--- src/rtl/matmul_tile_sequencer_if.sv ---
// Host bank-access bus for matmul_tile_sequencer.
//   master : host side, drives select/address/data/strobes, receives read data,
//            read-valid and error.
//   slave  : sequencer side.
interface matmul_tile_sequencer_if #(
  parameter int AWIDTH    = 11,
  parameter int DWIDTH    = 64,
  parameter int SEL_WIDTH = 8
);
  logic [SEL_WIDTH-1:0] host_sel;
  logic [AWIDTH-1:0]    host_addr;
  logic [DWIDTH-1:0]    host_wdata;
  logic                 host_we;
  logic                 host_re;
  logic [DWIDTH-1:0]    host_rdata;
  logic                 host_rvalid;
  logic                 host_err;

  modport master (
    output host_sel, host_addr, host_wdata, host_we, host_re,
    input  host_rdata, host_rvalid, host_err
  );

  modport slave (
    input  host_sel, host_addr, host_wdata, host_we, host_re,
    output host_rdata, host_rvalid, host_err
  );
endinterface

--- src/rtl/matmul_tile_sequencer.sv ---
// Tile sequencer for a matmul compute core plus host access to the tile banks.
// Ports:
//   clk, resetn (sync, active-low)
//   start/clear_done/num_tiles/base_addr_*/tile_stride_* : job control
//   core_start/core_done/core_addr_* : per-tile handshake with the compute core
//   busy/done/tile_idx : job status
//   host (slave modport) : host bank read/write bus
//   bank_addr/bank_wdata/bank_we/bank_rdata : flattened per-bank BRAM ports
//
// state     | meaning
// S_IDLE    | waiting for start
// S_LAUNCH  | core_start pulse for current tile
// S_WAIT    | waiting for core_done
// S_ADVANCE | step to next tile or finish
// S_DONE    | job complete, waiting for clear_done
module matmul_tile_sequencer #(
  parameter int NUM_BANKS    = 6,
  parameter int AWIDTH       = 11,
  parameter int DWIDTH       = 64,
  parameter int SEL_WIDTH    = 8,
  parameter int TILE_WIDTH   = 8,
  parameter int STRIDE_WIDTH = 8
) (
  input  logic                        clk,
  input  logic                        resetn,
  input  logic                        start,
  input  logic                        clear_done,
  input  logic [TILE_WIDTH-1:0]       num_tiles,
  input  logic [AWIDTH-1:0]           base_addr_a,
  input  logic [AWIDTH-1:0]           base_addr_b,
  input  logic [AWIDTH-1:0]           base_addr_c,
  input  logic [STRIDE_WIDTH-1:0]     tile_stride_a,
  input  logic [STRIDE_WIDTH-1:0]     tile_stride_b,
  input  logic [STRIDE_WIDTH-1:0]     tile_stride_c,
  output logic                        core_start,
  input  logic                        core_done,
  output logic [AWIDTH-1:0]           core_addr_a,
  output logic [AWIDTH-1:0]           core_addr_b,
  output logic [AWIDTH-1:0]           core_addr_c,
  output logic                        busy,
  output logic                        done,
  output logic [TILE_WIDTH-1:0]       tile_idx,
  matmul_tile_sequencer_if.slave      host,
  output logic [NUM_BANKS*AWIDTH-1:0] bank_addr,
  output logic [NUM_BANKS*DWIDTH-1:0] bank_wdata,
  output logic [NUM_BANKS-1:0]        bank_we,
  input  logic [NUM_BANKS*DWIDTH-1:0] bank_rdata
);

  localparam logic [2:0] S_IDLE    = 3'd0;
  localparam logic [2:0] S_LAUNCH  = 3'd1;
  localparam logic [2:0] S_WAIT    = 3'd2;
  localparam logic [2:0] S_ADVANCE = 3'd3;
  localparam logic [2:0] S_DONE    = 3'd4;

  logic [2:0]              state_q, state_d;
  logic [TILE_WIDTH-1:0]   tile_idx_q, tile_idx_d;
  logic [TILE_WIDTH-1:0]   ntiles_q, ntiles_d;
  logic [STRIDE_WIDTH-1:0] stride_a_q, stride_a_d;
  logic [STRIDE_WIDTH-1:0] stride_b_q, stride_b_d;
  logic [STRIDE_WIDTH-1:0] stride_c_q, stride_c_d;
  logic [AWIDTH-1:0]       addr_a_q, addr_a_d;
  logic [AWIDTH-1:0]       addr_b_q, addr_b_d;
  logic [AWIDTH-1:0]       addr_c_q, addr_c_d;

  // Addresses are accumulated one stride per tile, so the sum wraps
  // naturally mod 2^AWIDTH and no multiplier is needed.
  always_comb begin
    state_d    = state_q;
    tile_idx_d = tile_idx_q;
    ntiles_d   = ntiles_q;
    stride_a_d = stride_a_q;
    stride_b_d = stride_b_q;
    stride_c_d = stride_c_q;
    addr_a_d   = addr_a_q;
    addr_b_d   = addr_b_q;
    addr_c_d   = addr_c_q;
    case (state_q)
      S_IDLE: begin
        if (start) begin
          ntiles_d   = num_tiles;
          stride_a_d = tile_stride_a;
          stride_b_d = tile_stride_b;
          stride_c_d = tile_stride_c;
          addr_a_d   = base_addr_a;
          addr_b_d   = base_addr_b;
          addr_c_d   = base_addr_c;
          tile_idx_d = '0;
          state_d    = (num_tiles != '0) ? S_LAUNCH : S_DONE;
        end
      end
      S_LAUNCH: state_d = S_WAIT;
      S_WAIT: begin
        if (core_done) state_d = S_ADVANCE;
      end
      S_ADVANCE: begin
        if (tile_idx_q == ntiles_q - TILE_WIDTH'(1)) begin
          state_d = S_DONE;
        end else begin
          tile_idx_d = tile_idx_q + TILE_WIDTH'(1);
          addr_a_d   = addr_a_q + AWIDTH'(stride_a_q);
          addr_b_d   = addr_b_q + AWIDTH'(stride_b_q);
          addr_c_d   = addr_c_q + AWIDTH'(stride_c_q);
          state_d    = S_LAUNCH;
        end
      end
      S_DONE: begin
        if (clear_done) state_d = S_IDLE;
      end
      default: state_d = S_IDLE;
    endcase
  end

  always_ff @(posedge clk) begin
    if (!resetn) begin
      state_q    <= S_IDLE;
      tile_idx_q <= '0;
      ntiles_q   <= '0;
      stride_a_q <= '0;
      stride_b_q <= '0;
      stride_c_q <= '0;
      addr_a_q   <= '0;
      addr_b_q   <= '0;
      addr_c_q   <= '0;
    end else begin
      state_q    <= state_d;
      tile_idx_q <= tile_idx_d;
      ntiles_q   <= ntiles_d;
      stride_a_q <= stride_a_d;
      stride_b_q <= stride_b_d;
      stride_c_q <= stride_c_d;
      addr_a_q   <= addr_a_d;
      addr_b_q   <= addr_b_d;
      addr_c_q   <= addr_c_d;
    end
  end

  assign core_start  = (state_q == S_LAUNCH);
  assign busy        = (state_q == S_LAUNCH) || (state_q == S_WAIT) || (state_q == S_ADVANCE);
  assign done        = (state_q == S_DONE);
  assign tile_idx    = tile_idx_q;
  assign core_addr_a = addr_a_q;
  assign core_addr_b = addr_b_q;
  assign core_addr_c = addr_c_q;

  // Host bank access
  logic sel_valid;
  assign sel_valid = (host.host_sel < SEL_WIDTH'(NUM_BANKS));

  // Write data is broadcast; only the write enable is steered.
  // resetn gates the enables so a held host_we cannot corrupt banks in reset.
  for (genvar gi = 0; gi < NUM_BANKS; gi++) begin : g_bank
    assign bank_addr[gi*AWIDTH +: AWIDTH]  = host.host_addr;
    assign bank_wdata[gi*DWIDTH +: DWIDTH] = host.host_wdata;
    assign bank_we[gi] = resetn & host.host_we & ~busy & sel_valid &
                         (host.host_sel == SEL_WIDTH'(gi));
  end

  logic                 rd_pend_q;
  logic [SEL_WIDTH-1:0] rd_sel_q;
  logic [DWIDTH-1:0]    rd_word;
  logic [DWIDTH-1:0]    host_rdata_q;
  logic                 host_rvalid_q;
  logic                 host_err_q, host_err_d;

  // An out-of-range registered select matches no bank and returns zero.
  always_comb begin
    rd_word = '0;
    for (int i = 0; i < NUM_BANKS; i++) begin
      if (rd_sel_q == SEL_WIDTH'(i)) rd_word = bank_rdata[i*DWIDTH +: DWIDTH];
    end
  end

  assign host_err_d = (host.host_we & (busy | ~sel_valid)) | (host.host_re & ~sel_valid);

  always_ff @(posedge clk) begin
    if (!resetn) begin
      rd_pend_q     <= 1'b0;
      rd_sel_q      <= '0;
      host_rdata_q  <= '0;
      host_rvalid_q <= 1'b0;
      host_err_q    <= 1'b0;
    end else begin
      rd_pend_q     <= host.host_re;
      rd_sel_q      <= host.host_sel;
      host_rvalid_q <= rd_pend_q;
      if (rd_pend_q) host_rdata_q <= rd_word;
      host_err_q    <= host_err_d;
    end
  end

  assign host.host_rdata  = host_rdata_q;
  assign host.host_rvalid = host_rvalid_q;
  assign host.host_err    = host_err_q;

endmodule

--- src/flat_wrapper.sv ---
// flat-port wrapper written by rule: the top's interface ports become plain ports
module matmul_tile_sequencer_flat 
#(
  parameter int NUM_BANKS    = 6,
  parameter int AWIDTH       = 11,
  parameter int DWIDTH       = 64,
  parameter int SEL_WIDTH    = 8,
  parameter int TILE_WIDTH   = 8,
  parameter int STRIDE_WIDTH = 8
)
  (clk, resetn, start, clear_done, num_tiles, base_addr_a, base_addr_b, base_addr_c, tile_stride_a, tile_stride_b, tile_stride_c, core_start, core_done, core_addr_a, core_addr_b, core_addr_c, busy, done, tile_idx, bank_addr, bank_wdata, bank_we, bank_rdata, host_host_sel, host_host_addr, host_host_wdata, host_host_we, host_host_re, host_host_rdata, host_host_rvalid, host_host_err);
  matmul_tile_sequencer_if #(.AWIDTH(AWIDTH), .DWIDTH(DWIDTH), .SEL_WIDTH(SEL_WIDTH)) host_i ();
  input  logic clk;
  input  logic resetn;
  input  logic start;
  input  logic clear_done;
  input  logic [TILE_WIDTH-1:0] num_tiles;
  input  logic [AWIDTH-1:0] base_addr_a;
  input  logic [AWIDTH-1:0] base_addr_b;
  input  logic [AWIDTH-1:0] base_addr_c;
  input  logic [STRIDE_WIDTH-1:0] tile_stride_a;
  input  logic [STRIDE_WIDTH-1:0] tile_stride_b;
  input  logic [STRIDE_WIDTH-1:0] tile_stride_c;
  output logic core_start;
  input  logic core_done;
  output logic [AWIDTH-1:0] core_addr_a;
  output logic [AWIDTH-1:0] core_addr_b;
  output logic [AWIDTH-1:0] core_addr_c;
  output logic busy;
  output logic done;
  output logic [TILE_WIDTH-1:0] tile_idx;
  output logic [NUM_BANKS*AWIDTH-1:0] bank_addr;
  output logic [NUM_BANKS*DWIDTH-1:0] bank_wdata;
  output logic [NUM_BANKS-1:0] bank_we;
  input  logic [NUM_BANKS*DWIDTH-1:0] bank_rdata;
  input wire logic [$bits(host_i.host_sel)-1:0] host_host_sel;
  input wire logic [$bits(host_i.host_addr)-1:0] host_host_addr;
  input wire logic [$bits(host_i.host_wdata)-1:0] host_host_wdata;
  input wire logic [$bits(host_i.host_we)-1:0] host_host_we;
  input wire logic [$bits(host_i.host_re)-1:0] host_host_re;
  output wire logic [$bits(host_i.host_rdata)-1:0] host_host_rdata;
  output wire logic [$bits(host_i.host_rvalid)-1:0] host_host_rvalid;
  output wire logic [$bits(host_i.host_err)-1:0] host_host_err;
  assign host_i.host_sel = host_host_sel;
  assign host_i.host_addr = host_host_addr;
  assign host_i.host_wdata = host_host_wdata;
  assign host_i.host_we = host_host_we;
  assign host_i.host_re = host_host_re;
  assign host_host_rdata = host_i.host_rdata;
  assign host_host_rvalid = host_i.host_rvalid;
  assign host_host_err = host_i.host_err;
  matmul_tile_sequencer #(.NUM_BANKS(NUM_BANKS), .AWIDTH(AWIDTH), .DWIDTH(DWIDTH), .SEL_WIDTH(SEL_WIDTH), .TILE_WIDTH(TILE_WIDTH), .STRIDE_WIDTH(STRIDE_WIDTH)) u_core (.clk(clk), .resetn(resetn), .start(start), .clear_done(clear_done), .num_tiles(num_tiles), .base_addr_a(base_addr_a), .base_addr_b(base_addr_b), .base_addr_c(base_addr_c), .tile_stride_a(tile_stride_a), .tile_stride_b(tile_stride_b), .tile_stride_c(tile_stride_c), .core_start(core_start), .core_done(core_done), .core_addr_a(core_addr_a), .core_addr_b(core_addr_b), .core_addr_c(core_addr_c), .busy(busy), .done(done), .tile_idx(tile_idx), .host(host_i), .bank_addr(bank_addr), .bank_wdata(bank_wdata), .bank_we(bank_we), .bank_rdata(bank_rdata));
endmodule
--- config.mk ---
export PLATFORM = sky130hd
export DESIGN_NAME = matmul_tile_sequencer_flat
export DESIGN_NICKNAME = d
export VERILOG_FILES = /design/src/rtl/matmul_tile_sequencer_if.sv /design/src/rtl/matmul_tile_sequencer.sv /design/src/flat_wrapper.sv
export SDC_FILE = /design/constraint.sdc
export NUM_CORES = 1
export LEC_CHECK = 0
export ABC_AREA = 1
export CAP_MARGIN = 20
export CELL_PAD_IN_SITES_DETAIL_PLACEMENT = 0
export CELL_PAD_IN_SITES_GLOBAL_PLACEMENT = 1
export CORE_AREA = 3 3 427 429
export DETAILED_ROUTE_END_ITERATION = 6
export DIE_AREA = 0 0 430 432
export GPL_ROUTABILITY_DRIVEN = 0
export PLACE_DENSITY = 0.35
export SLEW_MARGIN = 20
export SYNTH_ARGS = -nofsm -noshare
export SYNTH_HDL_FRONTEND = slang
export SYNTH_SLANG_ARGS = --single-unit
--- constraint.sdc ---
create_clock -name clk -period 3 [get_ports clk]
set_input_delay 0.45 -clock clk [delete_from_list [all_inputs] [get_ports clk]]
set_output_delay 0.45 -clock clk [all_outputs]
set_load 0.1 [all_outputs]
Yosys cells after proc, flatten, opt, wreduce, memory -nomap -nowiden:

Index checks and enable logic that the tools add are counted.

* bits in registers: 151
* input bits: 539
* output and inout port bits: 566

* add/subtract/negate cells: 5
* bitwise logic cells: 15
* order comparisons: 1
* reduce and logical (&&, ||, !) cells: 10
* muxes and demuxes: 24
* equal/unequal tests: 19

Operator list (number)
* $mux 64: 6
* $mux 11: 6
* $pmux 11 s2: 3
* $add 11x8->11: 3
* $eq 8x2->1 const B: 4
* $eq 8x3->1 const B: 4
* $eq 8x1->1 const B: 2
* $logic_not 8->1: 2
* $mux 8: 2
* $pmux 8 s2: 1
* $mux 3: 5
* $pmux 3 s5: 1
* $and 1x1->1: 11
* $add 8x1->8 const B: 1
* $eq 8x8->1: 1
* $lt 8x3->1 const B: 1
* $ne 2x2->1 const B: 4
* $reduce_bool 8->1: 1
* $sub 8x1->8 const B: 1
* $eq 3x2->1 const B: 2
* $reduce_and 3->1: 2
* $eq 3x1->1 const B: 1
* $eq 3x3->1 const B: 1
* $logic_not 3->1: 1
* 5 further kinds: 8

Depth between registers and ports, before layout:

Gate-level depths: netlist (run 1).

* depth after elaboration: 7
* depth in mapped cells: 15
* depth with buffers taken out: 15

Worst setup path after synthesis (run 1):

OpenSTA, ideal clock, no wires.

* path kind: input port to output port
* start point: input port host_host_sel[4]
* end point: output port bank_we[4]
* cell stages on the path: 7
* data arrival time: 4073 ps
* buffers on the path: 0
* slack: -1523 ps
* cell sequence: nor2_1 nand3b_1 a21oi_1 o21ai_0 nor3_1 nand2_1 nor4_1

* word-level cells in the longest chain between the ends: 3

Ends and longest elaborated chain
* from (decl): line flat_wrapper.sv:36 `input wire logic [$bits(host_i.host_sel)-1:0] host_host_sel;`
* $lt 8x3->1: line matmul_tile_sequencer.sv:148 `assign sel_valid = (host.host_sel < SEL_WIDTH'(NUM_BANKS));`
* $and 1x1->1: line matmul_tile_sequencer.sv:155 `assign bank_we[gi] = resetn & host.host_we & ~busy & sel_valid &`
* $and 1x1->1 *: line matmul_tile_sequencer.sv:155
* to (decl): line flat_wrapper.sv:34 `output logic [NUM_BANKS-1:0] bank_we;`

Mark *: on every way between the ends. The rest lies on a longest branch, timed or not.

Final worst setup path (run 1):

Same ends and word-level chain as after synthesis.

==> qor.yml, run 1 <==
r2r-start: "u_core.ntiles_q[0]"
fin_setup_tns_ns: 0
synth_fp_nets: 2925
drcViolationCount: 0
start_util: 0.0791
slew_headroom: 0.573
tightest_slew_ns: 0.640
synth_ff_type: "dfxtp_1"
clk_pin_slew_ns: 0.08
grt_pass1_wl_mm: 115
nets: 3017
antenna_found_initial: 27
vias: 13986
syn_avg_cell_area_um2: 6.00
cp-end-kind: "output pin"
dp_cells: 4785
layout_commonest_cell: "nand2_1"
holdCritStartpoint: "start"
powerDensity_nw_per_um2: 411
finalCritPeriodShare: 0.927
hold_path_depth: 4
drtIter0Drc: 501
r2r_end: "u_core.core_addr_a[9]"
rrSetupSlack_ns: 0.67
die_x_um: 430
setup_ws_ns: 0.218
syn_area_um2: 14100
rows: 155
ys_ff_latch: 151
post-route-util: 0.111
nFillCells: 20999
clk-insertion-delay-late_ns: 0.55
dpl_worst_slack_ns: 0.0971
area_growth_pct: 40.9
power.leakage_nw: 8.10
rsz0062_at_grt: "no"
synth_enable_flop_cells: 0
timing.critical_path.buf_inv: 2
ir_worst_vdd_mv: 0.443
path_class: "in -> out"
cpLargestDelayFamily: "simple AND/OR/NAND/NOR gates"
layout-drive-gt1-share: 0.0898
startpoint_type: "input pin"
cts_root_buf: "clkbuf_16"
layout_common_cells: "682 x nand2_1, 461 x clkdlybuf4s50_1, 294 x nor2_1"
finalPower_mw: 8.19
fin_crit_ns: 2.78
grt_pass1_vias: 14788
cp.arrival_ns: 2.33
reg2reg_depth: 15
finalHoldViolations: 0
numCtsBuffers: 17
max_freq_mhz: 360
ios: 1105
grt.total_usage: 0.0888
detail_route.wl_per_cell_um: 17.5
dr.pass1.iters: 5
synth_cell_types: 36
whs_endpoint: "u_core.ntiles_q[6]"
io_buffers: 579
grt_max_degree: 80
clock_skew_ns: 0.0273
clkSinkCount: 151
stdcell_count: 4828
ant_nets: 0
ys_warn_count: 0
cts_tree: "done"
ys_seq_area_frac: 0.214
crit_chain: "clkdlybuf4s50_1 > nor2_1 > nand3b_1 > a21oi_1 > o21ai_0 > nor3_2 > nand2_1 > nor4_2 > buf_12"
wl_mm: 84.3
overflow: 0
worst-path-stages: 9
hold_path_class: "in -> reg"
netlist_instances: 2357
setup_viol: 0
via_per_inst: 2.90
cp-startpoint: "host_host_sel[4]"
crit_path_max_incr_delay_ns: 0.42
slew_violations: 0
die_y_um: 432
async_reset_ff_frac: 0
path_max_fanout: 3
required_ns: 2.55
dieArea_um2: 186000
cts_buffer_depth: 2
core_area_um2: 179000
cpMaxStageDelayCell: "clkdlybuf4s50_1"
drv_cap: 0
dp_hpwl_mm: 66.7
status: "completed"
htree_levels: 4
[worst register-to-register path: stages (launching register included)]
cell and delay [ns]:
dfxtp_1 0.33, inv_1 0.10, ha_1 0.33, inv_1 0.06, nand2_1 0.04, nand2_1 0.08, nand2_1 0.05, nor2_1 0.10
nand3_1 0.07, nor2_1 0.17, nand2_1 0.09, nand2_2 0.10, nand2_2 0.26, buf_12 0.29, nand2_1 0.08, a21oi_1 0.05
[area by class of cell]
class	count	area [um2]	area share
multi-input cells	1436	6490	0.326
repair buffers	619	6030	0.303
flip-flops and latches	151	3030	0.152
well taps	2355	2950	0.148
inverters	224	846	0.0425
clock buffers	19	443	0.0222
clock inverters	13	98.8	0.00496
diodes	11	27.5	0.00138
[registers in the layout, summed over array words and instances, names as in the netlist, 11 cells and up]
signal	flops
u_core.core_addr_c	11
u_core.core_addr_a	11
u_core.core_addr_b	11
u_core.host.host_rdata	64
[worst max path at each step]
stage / endpoint
floorplan: bank_we[4]
global placement: bank_we[4]
detailed placement: bank_we[1]
CTS: bank_we[1]
global route: bank_we[1]
finish: bank_we[4]
[cell families after synthesis]
family,after synthesis,synth area share
and+or+nand+nor,1235,0.361
buffers and inverters,770,0.331
AOI/OAI and AO/OA,159,0.0584
DFF,151,0.214
adders and majority gates,29,0.0273
xor gates and xnor gates,11,0.00682
muxes,2,0.00142
[per-layer routing]
metal	track usage	share of wire
met5	0.00234	0.0019
met4	0.0252	0.016
met3	0.0441	0.096
met2	0.163	0.52
met1	0.0875	0.36
[cell usage after synthesis, drive strengths merged, types with 2 or more instances]
| cell type | n | share of area |
|---|---|---|
| clkbuf | 52 | 0.014 |
| fa | 3 | 0.0042 |
| buf | 494 | 0.26 |
| o21ai | 33 | 0.012 |
| dfxtp | 151 | 0.21 |
| nand4 | 67 | 0.030 |
| xnor2 | 6 | 0.0037 |
| nor4 | 7 | 0.0042 |
| xor2 | 5 | 0.0031 |
| o21bai | 8 | 0.0042 |
| ha | 26 | 0.023 |
| a21oi | 114 | 0.040 |
| or2 | 5 | 0.0022 |
| nor3 | 12 | 0.0042 |
| nor2 | 300 | 0.081 |
| inv | 224 | 0.059 |
| nand3 | 154 | 0.055 |
| nand3b | 2 | 0.0011 |
| nor3b | 2 | 0.0011 |
| mux2i | 2 | 0.0014 |
| nand2 | 685 | 0.18 |
[where the power goes]
group	switching, mW	internal (mW)	total [mW]
clock	1.24	1.08	2.32
sequential	0.180	2.20	2.38
combinational	2.29	1.19	3.48
[timing repair]
item	in CTS	in global routing
hold endpoints to repair	0	0
setup endpoints to repair	0	4
buffers inserted	0	0
hold buffers	0	0
resized for setup	0	1
[per-stage QoR]
stage	cell area, um2	hold slack (ns)
CTS	19900	0.334
finish	19900	0.437
global route	19900	0.405
floorplan	14200	0.444
global placement	19300	0.461
detailed placement	19300	0.463
Power figures use the tool's default switching activity.
==> inputs of run 2 (changes only) <==
--- a/config.mk
+++ b/config.mk
@@ -9,10 +9,11 @@
 export CAP_MARGIN = 20
 export CELL_PAD_IN_SITES_DETAIL_PLACEMENT = 0
 export CELL_PAD_IN_SITES_GLOBAL_PLACEMENT = 1
-export CORE_AREA = 3 3 427 429
+export CORE_AREA = 2 2 426 428
 export DETAILED_ROUTE_END_ITERATION = 6
-export DIE_AREA = 0 0 430 432
+export DIE_AREA = 0 0 428 430
 export GPL_ROUTABILITY_DRIVEN = 0
+export GPL_TIMING_DRIVEN = 1
 export PLACE_DENSITY = 0.35
 export SLEW_MARGIN = 20
 export SYNTH_ARGS = -nofsm -noshare
==> constraint.sdc (replaced) <==
create_clock -name clk -period 3.51 [get_ports clk]
set_input_delay 0.5265 -clock clk [delete_from_list [all_inputs] [get_ports clk]]
set_output_delay 0.5265 -clock clk [all_outputs]
set_load 0.1 [all_outputs]
==> run 2 against run 1 <==
  * Via count fell by 0.49%
  * Wire length increased by 0.72%
  * Total power decreased by 13%
  * Non-clock buffer count down 6
==> qor.yml, run 2 (same netlist as run 1, synthesis figures left out) <==
status: "completed"  # unchanged
clkSinkCount: 151  # unchanged
cp.arrival_ns: 2.68  # was 2.33 ns
clk_pin_slew_ns: 0.08  # about the same
slew_violations: 0  # unchanged
ant_nets: 0  # unchanged
ctsHoldBuffers: 0  # unchanged
timing.critical_path.buf_inv: 2  # unchanged
rsz0062_at_grt: "no"  # unchanged
dpl_cell_area_um2: 19400  # was 19300 um2
layout_common_cells: "682 x nand2_1, 530 x clkdlybuf4s50_1, 294 x nor2_1"  # was 682 x nand2_1, 461 x clkdlybuf4s50_1, 294 x nor2_1
required_ns: 2.98  # was 2.55 ns
dieArea_um2: 184000  # was 186000 um2
cp-end-kind: "output pin"  # unchanged
hold_path_depth: 5  # was 4
hold_path_class: "in -> reg"  # unchanged
layout-drive-gt1-share: 0.0590  # was 0.0898
ir_worst_vdd_mv: 0.397  # was 0.443 mV
setup_viol: 0  # unchanged
die_x_um: 428  # was 430 um
whs_endpoint: "u_core.host.host_rdata[16]"  # was u_core.ntiles_q[6]
antenna_found_initial: 18  # was 27
detail_route.wl_per_cell_um: 17.6  # was 17.5 um
cts_buffer_depth: 2  # unchanged
slew_headroom: 0.275  # was 0.573
cts_resized: 0  # unchanged
fin_crit_ns: 3.21
cts_tree: "done"  # unchanged
design_area_um2: 20000  # was 19900 um2
startpoint_type: "input pin"  # unchanged
tightest_slew_ns: 1.08  # was 0.640 ns
holdCritStartpoint: "resetn"  # was start
powerDensity_nw_per_um2: 357  # was 411 nW/um2
r2r-start: "u_core.rd_sel_q[7]"  # was u_core.ntiles_q[0]
post_cts.repair.setup_buffers: 0  # unchanged
r2r_end: "u_core.host.host_rdata[14]"  # was u_core.core_addr_a[9]
rows: 156  # was 155
drtIter0Drc: 571  # was 501
core_area_um2: 180000  # was 179000 um2
power.leakage_nw: 7.96  # was 8.10 nW
dp_hpwl_mm: 68.8  # was 66.7 mm
start_util: 0.0786  # was 0.0791
cpLargestDelayFamily: "simple AND/OR/NAND/NOR gates"  # unchanged
dr.pass1.iters: 4  # was 5
clock_skew_ns: 0.0367  # was 0.0273 ns
max_freq_mhz: 311
clk-insertion-delay-late_ns: 0.56  # was 0.55 ns
grt.total_usage: 0.0914  # was 0.0888
hold_slack_ns: 0.413  # was 0.437 ns
crit_chain: "clkdlybuf4s50_1 > nor2_1 > nand3b_1 > a21oi_1 > o21ai_0 > nor3_1 > nand2_1 > nor4_2 > buf_12"  # was clkdlybuf4s50_1 > nor2_1 > nand3b_1 > a21oi_1 > o21ai_0 > nor3_2 > nand2_1 > nor4_2 > buf_12
drcViolationCount: 0  # unchanged
grt_max_degree: 67  # was 80
via_per_inst: 2.88  # was 2.90
path_class: "in -> out"  # unchanged
finalHoldViolations: 0  # unchanged
cpMaxStageDelayCell: "clkdlybuf4s50_1"  # unchanged
largest_reg_flops: 64  # unchanged
nets: 3011  # was 3017
finalCritPeriodShare: 0.915
die_y_um: 430  # was 432 um
rrSetupSlack_ns: 1.04  # was 0.67 ns
grt_pass1_wl_mm: 117  # was 115 mm
numCtsBuffers: 17  # unchanged
area_growth_pct: 41.7  # was 40.9%
ios: 1105  # unchanged
io_buffers: 579  # unchanged
htree_levels: 4  # unchanged
grt_pass1_vias: 14849  # was 14788
vias: 13918  # was 13986
reg2reg_depth: 12  # was 15
overflow: 0  # unchanged
drv_cap: 0  # unchanged
crit_path_max_incr_delay_ns: 0.42  # about the same
cp-startpoint: "host_host_sel[7]"  # was host_host_sel[4]
cts_root_buf: "clkbuf_16"  # unchanged
layout_commonest_cell: "nand2_1"  # unchanged
path_max_fanout: 4  # was 3
wl_mm: 84.9  # was 84.3 mm
## run 2: power by group
group	switching, mW	internal (mW)
clock	1.07	1.05
sequential	0.159	1.88
combinational	1.96	1.02
## run 2: worst reg2reg max path, delay by kind of cell (launching register included)
kind                   cells  cell delay (ns)
buffers and inverters      4             0.90
and+or+nand+nor            8             1.22
DFF                        1             0.30
## run 2: through the flow
| stage | std cells | util | power (mW) | TNS (ns) | worst slack [ns] |
|---|---|---|---|---|---|
| after floorplan | 2357 | - | 6.18 | -0.133 | -0.0466 |
| after global placement | 4794 | 0.108 | 5.17 | 0 | 0.329 |
| after detailed placement | 4794 | 0.108 | 5.17 | 0 | 0.293 |
| after CTS | 4826 | 0.111 | 7.48 | 0 | 0.287 |
| after global routing | 4828 | 0.111 | 7.68 | 0 | 0.126 |
| final | 4830 | 0.111 | 7.15 | 0 | 0.299 |
## run 2: worst max path at each step
stage | end | cells past startpoint
after floorplan | bank_we[4] | 7
final | bank_we[4] | 9
after detailed placement | bank_we[4] | 9
after CTS | bank_we[4] | 9
after global routing | bank_we[4] | 9
after global placement | bank_we[4] | 9
## run 2: metal layers
| layer | track usage | routed length, um | part of all wire |
|---|---|---|---|
| met4 | 0.0271 | 1570 | 0.018 |
| met1 | 0.0940 | 31900 | 0.38 |
| met5 | 0.00312 | 98 | 0.0012 |
| met2 | 0.162 | 43200 | 0.51 |
| met3 | 0.0446 | 8210 | 0.097 |
## run 2: area by class of cell
type | count | area (um2)
timing repair buffer | 613 | 6120
antenna | 4 | 10.0
clock buffer | 18 | 429
sequential | 151 | 3030
inverter | 224 | 846
clock inverter | 14 | 144
fill | 21121 | 160000
multi-input combinational | 1436 | 6490
tap | 2370 | 2970
==> inputs of run 3 (changes only) <==
--- a/config.mk
+++ b/config.mk
@@ -10,6 +10,7 @@
 export CELL_PAD_IN_SITES_DETAIL_PLACEMENT = 0
 export CELL_PAD_IN_SITES_GLOBAL_PLACEMENT = 1
 export CORE_AREA = 2 2 426 428
+export CTS_CLUSTER_SIZE = 25
 export DETAILED_ROUTE_END_ITERATION = 6
 export DIE_AREA = 0 0 428 430
 export GPL_ROUTABILITY_DRIVEN = 0
==> results of run 3 <==
The final DEF is identical to that of run 2; final timing and power are the same.
